File: config.mk
export PLATFORM = sky130hd
export DESIGN_NAME = ovrd_piecevise_unclamp
export DESIGN_NICKNAME = d
export VERILOG_FILES = /design/src/rtl/ovrd_piecevise_unclamp.sv
export SDC_FILE = /design/constraint.sdc
export NUM_CORES = 1
export LEC_CHECK = 0
export BUFFER_PORTS_ARGS = -buffer_cell sky130_fd_sc_hd__buf_2
export CORE_MARGIN = 1.5
export CORE_UTILIZATION = 35
export CTS_BUF_LIST = sky130_fd_sc_hd__clkbuf_8
export DETAILED_ROUTE_END_ITERATION = 10
export GPL_TIMING_DRIVEN = 0
export MAX_ROUTING_LAYER = met4
export PLACE_DENSITY = 0.56
export SYNTH_ARGS = -nofsm -noshare
export SYNTH_HDL_FRONTEND = slang
export SYNTH_SLANG_ARGS = --single-unit
File: constraint.sdc
create_clock -name i_clk -period 31.6 [get_ports i_clk]
set_input_delay 6.32 -clock i_clk [delete_from_list [all_inputs] [get_ports i_clk]]
set_output_delay 6.32 -clock i_clk [all_outputs]
set_load 0.01 [all_outputs]
File: src/rtl/ovrd_piecevise_unclamp.sv
// Inverse of the overdrive piecewise soft clamp: recovers x from y = (3x - x^3)/4
// by a bits_per_level-step bisection on the magnitude, then restores the sign.
module ovrd_piecevise_unclamp #(
  parameter int bits_per_level = 12,
  parameter int fxp_size       = 32
) (
  input  logic                       i_clk,
  input  logic                       i_rst_n,
  input  logic signed [fxp_size-1:0] i_sample,
  input  logic                       i_valid,
  output logic                       o_ready,
  output logic signed [fxp_size-1:0] o_sample,
  output logic                       o_valid,
  input  logic                       i_ready
);

  localparam int LW = bits_per_level + 1;
  localparam int FW = 3 * (bits_per_level + 2);
  localparam int MW = fxp_size - 1;
  localparam int CW = (FW > MW) ? FW : MW;
  localparam int IW = $clog2(bits_per_level + 1);

  localparam logic [1:0] IDLE = 2'd0;
  localparam logic [1:0] CALC = 2'd1;
  localparam logic [1:0] DONE = 2'd2;

  localparam logic [LW-1:0]       ONE_LEVEL  = {1'b1, {bits_per_level{1'b0}}};
  localparam logic [MW-1:0]       HALF_LEVEL = {{(MW-bits_per_level){1'b0}}, 1'b1, {(bits_per_level-1){1'b0}}};
  localparam logic [fxp_size-1:0] MOST_NEG   = {1'b1, {MW{1'b0}}};
  localparam logic [IW-1:0]       LAST_ITER  = IW'(bits_per_level - 1);
  localparam logic [IW-1:0]       ITER_STEP  = {{(IW-1){1'b0}}, 1'b1};

  logic [1:0]    state_r;
  logic [LW-1:0] lo_r;
  logic [LW-1:0] hi_r;
  logic          sign_r;
  logic [MW-1:0] mag_r;
  logic [IW-1:0] iter_r;

  logic [MW-1:0] mag_in_s;
  logic          sat_in_s;
  logic [LW:0]   sum_s;
  logic [LW-1:0] mid_s;
  logic [FW-1:0] mid_x_s;
  logic [FW-1:0] lin_s;
  logic [FW-1:0] cube_s;
  logic [FW-1:0] fm_s;
  logic          go_lo_s;
  logic [LW-1:0] lo_nx_s;
  logic [LW-1:0] hi_nx_s;
  logic [LW-1:0] result_s;

  function automatic logic [fxp_size-1:0] apply_sign(input logic neg, input logic [LW-1:0] val);
    logic [fxp_size-1:0] ext;
    ext = fxp_size'(val);
    if (neg) begin
      return -ext;
    end else begin
      return ext;
    end
  endfunction

  // Magnitude of the incoming sample; the most negative code clamps to the largest magnitude
  always_comb begin
    mag_in_s = '0;
    if (!i_sample[fxp_size-1]) begin
      mag_in_s = i_sample[MW-1:0];
    end else if (i_sample == MOST_NEG) begin
      mag_in_s = {MW{1'b1}};
    end else begin
      mag_in_s = MW'(-i_sample);
    end
    sat_in_s = (mag_in_s >= HALF_LEVEL);
  end

  // One bisection step: evaluate f(mid) at full precision and narrow the bracket
  always_comb begin
    sum_s   = {1'b0, lo_r} + {1'b0, hi_r};
    mid_s   = LW'(sum_s >> 1'b1);
    mid_x_s = FW'(mid_s);
    lin_s   = {mid_x_s[FW-2:0], 1'b0} + mid_x_s;
    cube_s  = mid_x_s * mid_x_s * mid_x_s;
    fm_s    = (lin_s - (cube_s >> (2 * bits_per_level))) >> 2'd2;
    go_lo_s = (CW'(fm_s) <= CW'(mag_r));
    if (go_lo_s) begin
      lo_nx_s = mid_s;
      hi_nx_s = hi_r;
    end else begin
      lo_nx_s = lo_r;
      hi_nx_s = mid_s;
    end
    // f(1) truncates to 0, so a zero input is pinned to zero rather than the floor inverse
    if (mag_r == '0) begin
      result_s = '0;
    end else begin
      result_s = lo_nx_s;
    end
  end

  // Control FSM, search bracket and registered output handshake
  always_ff @(posedge i_clk or negedge i_rst_n) begin
    if (!i_rst_n) begin
      state_r  <= IDLE;
      lo_r     <= '0;
      hi_r     <= '0;
      sign_r   <= 1'b0;
      mag_r    <= '0;
      iter_r   <= '0;
      o_ready  <= 1'b1;
      o_valid  <= 1'b0;
      o_sample <= '0;
    end else begin
      case (state_r)
        IDLE: begin
          if (i_valid && o_ready) begin
            sign_r  <= i_sample[fxp_size-1];
            mag_r   <= mag_in_s;
            o_ready <= 1'b0;
            if (sat_in_s) begin
              o_valid  <= 1'b1;
              o_sample <= apply_sign(i_sample[fxp_size-1], ONE_LEVEL);
              state_r  <= DONE;
            end else begin
              lo_r    <= '0;
              hi_r    <= ONE_LEVEL;
              iter_r  <= '0;
              state_r <= CALC;
            end
          end
        end
        CALC: begin
          lo_r <= lo_nx_s;
          hi_r <= hi_nx_s;
          if (iter_r == LAST_ITER) begin
            o_valid  <= 1'b1;
            o_sample <= apply_sign(sign_r, result_s);
            state_r  <= DONE;
          end else begin
            iter_r <= iter_r + ITER_STEP;
          end
        end
        DONE: begin
          if (o_valid && i_ready) begin
            o_valid <= 1'b0;
            o_ready <= 1'b1;
            state_r <= IDLE;
          end
        end
        default: begin
          o_valid <= 1'b0;
          o_ready <= 1'b1;
          state_r <= IDLE;
        end
      endcase
    end
  end

endmodule

# After elaboration in Yosys (flattened, before gate mapping)
# Cells that the tools add are included.
[op_classes]
add_sub_neg = 6
n_mul = 2
order_cmp = 2
n_eq_ne = 11
n_mux = 34
bitwise = 1
reduce_logical = 13
[op_table]
columns = ["cell", "count"]
rows = [
  ["two-way mux 32 bit", 5],
  ["two-way mux 13 bit", 7],
  ["case mux 32 bit (2 select lines)", 1],
  ["two-way mux 31 bit", 2],
  ["case mux 13 bit (2 select lines)", 2],
  ["less-or-equal comparator 40 x 31 -> 1 bit", 1],
  ["multiplier 26 x 13 -> 39 bit", 1],
  ["equality test 32 bit (second input constant)", 1],
  ["negation 13 -> 32 bit", 1],
  ["greater-or-equal comparator 31 x 12 -> 1 bit (second input constant)", 1],
  ["logical NOT 31 bit", 1],
  ["negation 31 bit", 1],
  ["multiplier 13 x 13 -> 26 bit", 1],
  ["AND reduction 4 bit", 4],
  ["subtractor 15 x 15 -> 16 bit", 1],
  ["adder 14 x 13 -> 15 bit", 1],
  ["adder 13 x 13 -> 14 bit", 1],
  ["!= test 2 bit (second input constant)", 7],
  ["two-way mux 4 bit", 3],
  ["AND reduction 3 bit", 3],
  ["two-way mux 2 bit", 4],
  ["case mux 4 bit (2 select lines)", 1],
  ["two-way mux 1 bit", 6],
  ["case mux 1 bit (3 select lines)", 2],
  ["10 further kinds", 11],
]
[totals]
ff_bits = 98
inputBits = 36
out_inout_bits = 34
elab_cells = 78

# Logic depth before layout (Yosys ltp)
# Gate-level depths: netlist of run 1.
[depth]
ltp_word = 11
mapped_depth = 80
depth_no_buf = 79

# Worst setup path after synthesis of run 1
# OpenSTA, ideal clock, no wires.
[synth_timing]
path_type = "register to register"
startpoint = "register lo_r[2]"
endpoint = "register o_sample[12]"
setup_ps = 138
arrival_ps = 18253
required_time_ps = 31462
setup_slack_ps = 13209
stages_incl_launch_ff = 76
path_buffers = 2
period_less_slack_ps = 18391
cell_sequence = "dfrtp_1 -> ha_1 -> nor2b_1 -> o31a_1 -> o311a_1 -> nor2_1 -> xnor2_1 -> clkbuf_1 -> nand2_1 -> fa_1 -> inv_1 -> fa_1 -> fa_1 -> inv_1 -> fa_1 -> fa_1 -> inv_1 -> ha_1 -> [... 40 more ...] -> ha_1 -> a21o_1 -> a21o_1 -> a221o_1 -> nand2_1 -> o211ai_1 -> o21a_1 -> nor2_1 -> clkbuf_1 -> a21oi_1 -> or2_2 -> ha_1 -> o311ai_0 -> a31oi_1 -> and2_1 -> ha_1 -> a2111oi_0 -> a21oi_1"
[synth_via]
elab_chain_len = 11
elab_cells_between_ends = 12
classes_between = "add/sub: 4; mul: 2; order compare: 1; mux: 5"
[synth_rtl]
columns = ["item", "line_no", "rtl"]
rows = [
  ["start: declaration", "34", "logic [LW-1:0] lo_r;"],
  ["start signal: assignment", "132", "lo_r <= lo_nx_s;"],
  ["adder 13 x 13 -> 14 bit", "78", "sum_s = {1'b0, lo_r} + {1'b0, hi_r};"],
  ["multiplier 13 x 13 -> 26 bit", "82", "cube_s = mid_x_s * mid_x_s * mid_x_s;"],
  ["multiplier 26 x 13 -> 39 bit", "82", ""],
  ["subtractor 15 x 15 -> 16 bit", "83", "fm_s = (lin_s - (cube_s >> (2 * bits_per_level))) >> 2'd2;"],
  ["less-or-equal comparator 40 x 31 -> 1 bit", "84", "go_lo_s = (CW'(fm_s) <= CW'(mag_r));"],
  ["two-way mux 13 bit *", "85", "if (go_lo_s) begin"],
  ["two-way mux 13 bit *", "93", "if (mag_r == '0) begin"],
  ["negation 13 -> 32 bit", "57", "return -ext;"],
  ["two-way mux 32 bit *", "56", "if (neg) begin"],
  ["two-way mux 32 bit *", "134", "if (iter_r == LAST_ITER) begin"],
  ["case mux 32 bit (2 select lines) *", "113", "case (state_r)"],
  ["end signal: assignment", "121", "o_sample <= apply_sign(i_sample[fxp_size-1], ONE_LEVEL);"],
  ["end signal: assignment", "136", "o_sample <= apply_sign(sign_r, result_s);"],
  ["end: declaration", "12", "output logic signed [fxp_size-1:0] o_sample,"],
]
# Every way passes the cells marked *; elsewhere a longest branch is shown, timed or not. The select of a mux whose other input is x is not followed.
# A chain may end at the register's enable or synchronous reset.

# Final worst setup path of run 1
# Ends and elaborated chain as after synthesis.

==> reports/metrics.yaml, run 1 <==
postLayoutCellArea_um2: 23000
intPower_w: 0.000355
synth_cells: 2485
slowest_stage: "o41ai_1"
cts.sinks: 91
hold_path_class: "reg2reg"
cts_tree: "built"
drc: 0
clk_latency_ps: 410
run_status: "finished clean"
wl_per_cell_um: 18.4
io_pins: 70
critPathRequiredTime_ps: 31890
wl_um: 61600
dpl.cell_count: 3335
yosysSeqAreaShare_pct: 10.6
yosys_warnings: 0
drive_gt1_share_pct: 6.81
firstDrtPassIters: 5
nFillCells: 6139
slew_viol_final: 0
start_kind: "flop"
final_nets: 3169
synth.most_common_cell: "inv_1"
gp_congestion: 0.946
clock_path_buffers: 2
yosys.area.top_type_share_pct: 33.5
drv_cap: 0
grt_pass1_vias: 18100
overflow: 0
power_switching_w: 0.000325
hold_buffers: 0
synth-seq-cells: 91
powerDensity_nw_per_um2: 29.5
syn_area_per_cell_um2: 8.64
vias: 17300
worstSetupPathType: "reg2reg"
dieArea_um2: 62900
rsz0062_at_grt: "no"
ctsResizeCount: 0
instances_no_fill: 3353
netlist_top_cells_area: "fa_1, ha_1, dfrtp_1, inv_1, nand2_1"
avgViaCountPerCell: 5.16
slew_headroom_pct: 11.2
yosysUniqueCellTypes: 85
dp_hpwl_um: 51100
power_w: 0.000680
die_x_um: 251
root_buffer: "clkbuf_8"
grt_start_max_net_pins: 69
critPathMaxStageDelay_ps: 900
dieHeight_um: 251
fin_worst_skew_ps: 25.2
worst_path_most_repeated_cell: "fa_1"
fin_tns_setup_ps: 0
ant_nets: 0
min_period_over_period_pct: 74.3
antenna_found_initial: 2
irDropWorstVdd_mv: 0.0268
seqPwrFrac_pct: 26.7
setup_violations: 0
synth_nets: 3090
drt_iter0_drc: 1436
fmax_mhz: 42.6
crit_path_end_kind: "flop"
cts_buffers: 9
cp_max_fo: 20
ys_top_cells_by_count: "inv_1, fa_1, nand2_1"
hold_viol: 0
fp-row-count: 90
switching_share_pct: 47.8
synth_edf_count: 0
syn_area_um2: 21500
place_area_um2: 22800
p_leak_nw: 11.5
fin_ws_ps: 8120
synthToLayoutAreaGrowth_pct: 7.29
clkPwrFrac_pct: 13.1
synth.largest_area_cell: "fa_1"
grt_usage_pct: 21.1
io_buffers: 67
combPwrFrac_pct: 60.3
period_minus_slack_ps: 23480
worstMarginPinSlew_ps: 1320
pre_cts_ws_ps: 8470
grt_pass1_wl_um: 101000
initial_core_util_pct: 35.5
ys.flop_type: "dfrtp_1"
cp.arrival_ps: 23770
core_um2: 60500
synthArstFlopShare_pct: 100
postCtsSetupBuffers: 0
path_clk_slew_ps: 120
cts-htree-levels: 3
==> area by class of cell <==
type,instances,area [um^2],area share [%]
Timing Repair Buffer,68,365,1.59
Multi-Input combinational cell,1802,16800,72.9
Buffer,97,551,2.39
Sequential cell,91,2280,9.89
Inverter,495,1860,8.06
Clock inverter,7,88.8,0.385
Antenna cell,2,5.00,0.0217
Clock buffer,9,124,0.537
Tap cell,782,978,4.25
==> flip-flops by register name, indices dropped and copies added (netlist names) <==
signal / count
hi_r: 13
iter_r: 4
lo_r: 13
mag_r: 31
o_ready: 1
o_sample: 25
o_valid: 1
sign_r: 1
state_r: 2
==> per-stage QoR <==
step	util (%)	hold slack, ps
after CTS	38.1	495
after global placement	37.7	456
after detailed placement	37.8	470
after floorplan	-	453
final	38.1	491
after global routing	38.1	516
==> cell families after synthesis <==
kind of cell | count (synthesis) | share of synthesized area [%]
and+or+nand+nor | 767 | 16.2
buffers and inverters | 592 | 11.2
adders and majority gates | 569 | 45.7
AOI/OAI and AO/OA | 337 | 10.9
xor gates and xnor gates | 113 | 4.61
DFF | 91 | 10.6
muxes | 15 | 0.728
other | 1 | 0.0175
==> cells in the final DEF, fill, tap and decap left out, types with 5 or more instances in the layout <==
cell	count
o211ai_1	11
a21oi_1	66
or2_2	13
fa_1	360
buf_4	10
inv_1	488
buf_2	68
nand2b_1	41
o31ai_1	23
clkbuf_1	61
a21o_1	39
xor2_1	33
o21a_1	17
o2bb2ai_2	10
o21bai_1	5
or3_1	10
mux2i_1	10
a31oi_1	11
ha_1	209
clkbuf_8	13
nand4_1	14
a22oi_1	11
nor2b_1	10
buf_1	6
o31ai_2	6
o21ai_1	5
clkinv_1	7
nor4_1	16
nor3_1	28
and2_1	18
o21ai_0	76
xnor2_1	80
nand2_1	323
nor2_1	216
and3_1	13
buf_6	14
dfrtp_1	90
nand3_1	31
==> critical path: cells and delay by family (launching register included) <==
kind | cells | cell delay (ps)
AO/OA/AOI/OAI | 31 | 8180
buffers and inverters | 10 | 2820
AND/OR/NAND/NOR | 11 | 2730
flip-flops | 1 | 480
XOR/XNOR | 3 | 1690
adder cells (fa/ha/maj) | 17 | 7420
==> routing by layer <==
layer / share of wire, % / up-vias / GRT usage, %
met1: 46 / 8818 / 29.4
met4: 1.8 / 0 / 3.77
met5: 0 / - / -
li1: - / 7989 / -
met2: 47 / 443 / 33.7
met3: 5.4 / 64 / 2.06
==> power by group through the flow <==
| stage | Clock (W) | Combinational, W | Sequential, W |
|---|---|---|---|
| 4_1_cts | 0.0000907 | 0.000409 | 0.000181 |
| 5_1_grt | 0.0000960 | 0.000459 | 0.000186 |
| 2_1_floorplan | 0 | 0.000283 | 0.000179 |
| 3_5_place_dp | 0 | 0.000406 | 0.000183 |
| 6_report | 0.0000888 | 0.000410 | 0.000182 |
| 3_3_place_gp | 0 | 0.000395 | 0.000182 |
==> worst paths after layout <==
check | startpoint | to | slack (ps) | depth (start not counted)
max | lo_r[2] | o_sample[12] | 8120 | 72
max in group asynchronous | i_rst_n | lo_r[12] | 25100 | 2
min reg2reg | o_sample[18] | o_sample[18] | 490 | 2
min in group asynchronous | i_rst_n | mag_r[1] | 5830 | 1
min | o_sample[18] | o_sample[18] | 490 | 2
max reg2reg | lo_r[2] | o_sample[12] | 8120 | 72
No activity file was read; power rests on OpenSTA's default activity.
==> run 2, diff against run 1 <==
==> constraint.sdc (replaced) <==
create_clock -name i_clk -period 22 [get_ports i_clk]
set_input_delay 4.4 -clock i_clk [delete_from_list [all_inputs] [get_ports i_clk]]
set_output_delay 4.4 -clock i_clk [all_outputs]
set_load 0.01 [all_outputs]
==> reports/metrics.yaml, run 2 (synthesis results as in run 1) <==
nFillCells: 6138
grt_pass1_vias: 18000
clock_path_buffers: 2
drive_gt1_share_pct: 8.16
grt_util_met3_pct: 2.22
period_minus_slack_ps: 21000
hold_viol: 0
min_period_over_period_pct: 95.5
drc: 0
fmax_mhz: 47.6
grt_start_max_net_pins: 69
ant_nets: 0
final_core_util_pct: 38.4
worstSetupPathType: "reg2reg"
mostFrequentLayoutCells: "inv_1, fa_1, nand2_1"
path_clk_slew_ps: 120
largest_registers: "mag_r (31), o_sample (25)"
fin_worst_skew_ps: 23.1
top_usage_layer: "met2"
worst_path_most_repeated_cell: "fa_1"
io_buffers: 67
fin_ws_ps: 998
seqPwrFrac_pct: 26.3
use_met2_pct: 33.6
multi_input_area_um2: 16900
hold_ws_ps: 491
pre_cts_ws_ps: -1130
cts_buffers: 9
cp_max_fo: 20
largest_reg_flops: 31
combPwrFrac_pct: 60.8
final_nets: 3172
setup_violations: 0
area.sequential_um2: 2280
overflow: 0
regMostFlops: "mag_r"
hold_path_class: "reg2reg"
synthToLayoutAreaGrowth_pct: 8.06
clkPwrFrac_pct: 12.9
diodes: 0
grt_usage_pct: 21.1
intPower_w: 0.000515
dieArea_um2: 62900
gp_congestion: 0.946
slew_viol_final: 0
slew_headroom_pct: 24.3
cp.arrival_ps: 21290
switching_share_pct: 47.9
met1_usage_pct: 29.3
start_kind: "flop"
grt_pass1_wl_um: 101000
cts.sinks: 91
firstDrtPassIters: 5
root_buffer: "clkbuf_8"
die_x_um: 251
dieHeight_um: 251
irDropWorstVdd_mv: 0.0426
slowest_stage: "clkinv_2"
initial_core_util_pct: 35.5
core_um2: 60500
worstMarginPinSlew_ps: 1130
crit_path_end_kind: "flop"
run_status: "finished clean"
drv_cap: 0
final_common_cell: "inv_1"
place_area_um2: 22800
p_leak_nw: 11.6
clk_latency_ps: 410
cts_tree: "built"
fp-row-count: 90
critPathRequiredTime_ps: 22290
wl_per_cell_um: 18.4
drt_iter0_drc: 1247
avgViaCountPerCell: 5.17
io_pins: 70
antenna_found_initial: 3
dp_hpwl_um: 51100
powerDensity_nw_per_um2: 42.6
instances_no_fill: 3354
critPathMaxStageDelay_ps: 690
postLayoutCellArea_um2: 23200
vias: 17300
cts-htree-levels: 3
wl_um: 61800
dpl.cell_count: 3335
power_switching_w: 0.000474
==> run 2: cell count changes in the layout (fill, tap and decap cells not counted), sizes merged <==
cell	previous run	this run
diode	2	0
clkbuf	74	72
clkinv	7	5
inv	493	492
buf	99	103
clkinvlp	1	5
==> run 2: repair_timing <==
item / 4_1_cts / 5_1_grt
cloned: 0 / 1
setup buffers: 0 / 3
resized for setup: 6 / 46
hold buffers: 0 / 0
endpoints found under the setup margin: 18 / 13
==> run 2: power by group through the flow <==
stage	Sequential, W	Clock, W	Combinational, W
after CTS	0.000260	0.000130	0.000589
after global routing	0.000267	0.000138	0.000670
after global placement	0.000261	0	0.000567
final	0.000260	0.000127	0.000600
after floorplan	0.000257	0	0.000407
after detailed placement	0.000262	0	0.000583
==> run 2: layout make-up <==
cell class	count	area share [%]
plain buffers	96	2.41
clock buffers	9	0.534
clock inverters	7	0.383
inverters	495	8.06
multi-input cells	1802	72.9
flip-flops and latches	91	9.82
well taps	782	4.22
repair buffers	71	1.67
repair inverters	1	0.0323
==> run 2: per-stage QoR <==
step / total power, W / TNS (ps)
2_1_floorplan: 0.000663 / 0
3_3_place_gp: 0.000829 / -4470
3_5_place_dp: 0.000845 / -6170
5_1_grt: 0.00108 / -3.29
6_report: 0.000988 / 0
4_1_cts: 0.000979 / 0
==> run 2: per-layer routing <==
metal	share of wire [%]	vias up
li1	-	7996
met1	47	8828
met2	47	462
met3	5.0	61
met4	2.0	0
met5	0	-
==> run 2: worst paths after layout <==
path                         startpoint      endpoint  slack (ps)  depth (start not counted)
setup / recovery                lo_r[2]  o_sample[12]        1000                         74
hold / removal             o_sample[18]  o_sample[18]         490                          2
setup reg to reg                lo_r[2]  o_sample[12]        1000                         74
hold reg to reg            o_sample[18]  o_sample[18]         490                          2
max in group asynchronous       i_rst_n       lo_r[0]       17430                          2
min in group asynchronous       i_rst_n      mag_r[4]        3910                          1
==> run 2: critical path, delay by kind of cell, from the launching register on <==
family                     cells  cell delay, ps
AOI/OAI and AO/OA             31            7430
adders and majority gates     17            7240
and+or+nand+nor               14            2800
buffers and inverters          9            1560
xor gates and xnor gates       3            1300
DFF                            1             480
==> run 3, diff against run 2 <==
==> constraint.sdc (replaced) <==
create_clock -name i_clk -period 22.1 [get_ports i_clk]
set_input_delay 4.42 -clock i_clk [delete_from_list [all_inputs] [get_ports i_clk]]
set_output_delay 4.42 -clock i_clk [all_outputs]
set_load 0.01 [all_outputs]
==> reports/metrics.yaml, run 3 (synthesis results as in run 1) <==
largest_registers: "mag_r (31), o_sample (25)"
drt_iter0_drc: 1337
slowest_stage: "xnor2_1"
worstSetupPathType: "reg2reg"
wl_um: 61800
drive_gt1_share_pct: 8.09
cp_max_fo: 11
clock_path_buffers: 2
io_buffers: 67
synthToLayoutAreaGrowth_pct: 7.99
gp_congestion: 0.946
cts.sinks: 91
hold_viol: 0
cts_buffers: 9
die_x_um: 251
diodes: 0
grt_pass1_wl_um: 101000
largest_reg_flops: 31
crit_path_end_kind: "flop"
fin_ws_ps: 1080
fin_worst_skew_ps: 23.1
drv_cap: 1
cp.arrival_ps: 21310
dpl.cell_count: 3335
hold_path_class: "reg2reg"
run_status: "finished with violations"
grt_usage_pct: 21.1
fp-row-count: 90
powerDensity_nw_per_um2: 42.4
dp_hpwl_um: 51100
dieHeight_um: 251
drc: 0
firstDrtPassIters: 5
period_minus_slack_ps: 21020
pre_cts_ws_ps: -1030
grt_pass1_vias: 18000
worstMarginPinSlew_ps: 1470
mostFrequentLayoutCells: "inv_1, fa_1, nand2_1"
vias: 17300
cts_tree: "built"
min_period_over_period_pct: 95.1
instances_no_fill: 3354
root_buffer: "clkbuf_8"
place_area_um2: 22800
rsz0062_at_grt: "no"
path_clk_slew_ps: 120
postLayoutCellArea_um2: 23200
irDropWorstVdd_mv: 0.0418
io_pins: 70
wl_per_cell_um: 18.4
fmax_mhz: 47.6
cts-htree-levels: 3
dieArea_um2: 62900
regMostFlops: "mag_r"
avgViaCountPerCell: 5.17
fin_tns_setup_ps: 0
violations: "capacitance limit"
critPathMaxStageDelay_ps: 1130
antenna_found_initial: 3
clk_latency_ps: 410
start_kind: "flop"
setup_violations: 0
slew_headroom_pct: 1.11
ant_nets: 0
grt_start_max_net_pins: 69
critPathRequiredTime_ps: 22390
slew_viol_final: 0
hold_ws_ps: 491
final_common_cell: "inv_1"
final_nets: 3172
core_um2: 60500
initial_core_util_pct: 35.5
rrSetupSlack_ps: 1080
p_leak_nw: 11.6
overflow: 0
hold_buffers: 0
==> run 3: changes by cell type in the layout (fill, tap and decap cells not counted), sizes merged <==
cell,change
buf,-1
clkbuf,+1
==> run 3: per-layer routing <==
layer  track usage [%]  part of all wire, %  vias up
met4              3.98                  2.0        0
met3              2.22                  5.0       67
met5                 -                    0        -
li1                  -                    -     7994
met1              29.3                   46     8867
met2              33.6                   47      416
==> run 3: final cells by class <==
cell class,instances,area (um^2)
fill,6136,37300
multi-input combinational,1802,16900
sequential,91,2280
inverter,495,1870
tap,782,978
buffer,96,561
timing repair buffer,71,388
clock buffer,9,124
clock inverter,7,88.8
timing repair inverter,1,7.51
==> run 3: worst max-delay path, delay by kind of cell (launching register included) <==
family                     cells  cell delay (ps)
AOI/OAI and AO/OA             29             6560
buffers and inverters         10             1920
xor gates and xnor gates       3             1850
and+or+nand+nor               14             2500
adders and majority gates     18             7570
DFF                            1              480
==> run 3: per-stage QoR <==
stage / power (W) / util, %
after CTS: 0.000974 / 38.1
after detailed placement: 0.000841 / 37.8
after global placement: 0.000825 / 37.7
after floorplan: 0.000660 / -
after global routing: 0.00107 / 38.4
final: 0.000984 / 38.4
==> run 3: timing repair <==
item                       in CTS  in global routing
resized for setup               5                 44
buffers inserted                0                  3
cloned                          0                  1
setup endpoints to repair      13                 13
==> run 3: path summary, 6_finish.rpt <==
path / start / endpoint / depth (start not counted)
max in group asynchronous: i_rst_n / lo_r[0] / 2
min reg2reg: o_sample[18] / o_sample[18] / 2
max: lo_r[2] / o_sample[12] / 74
max reg2reg: lo_r[2] / o_sample[12] / 74
min in group asynchronous: i_rst_n / mag_r[1] / 1
min: o_sample[18] / o_sample[18] / 2
==> run 3: report_power, final <==
part / leakage, nW / switching [W] / total [W] / internal [W]
clock: 0.106 / 0.0000717 / 0.000127 / 0.0000554
sequential: 1.14 / 0.0000417 / 0.000259 / 0.000218
combinational: 10.4 / 0.000358 / 0.000597 / 0.000239
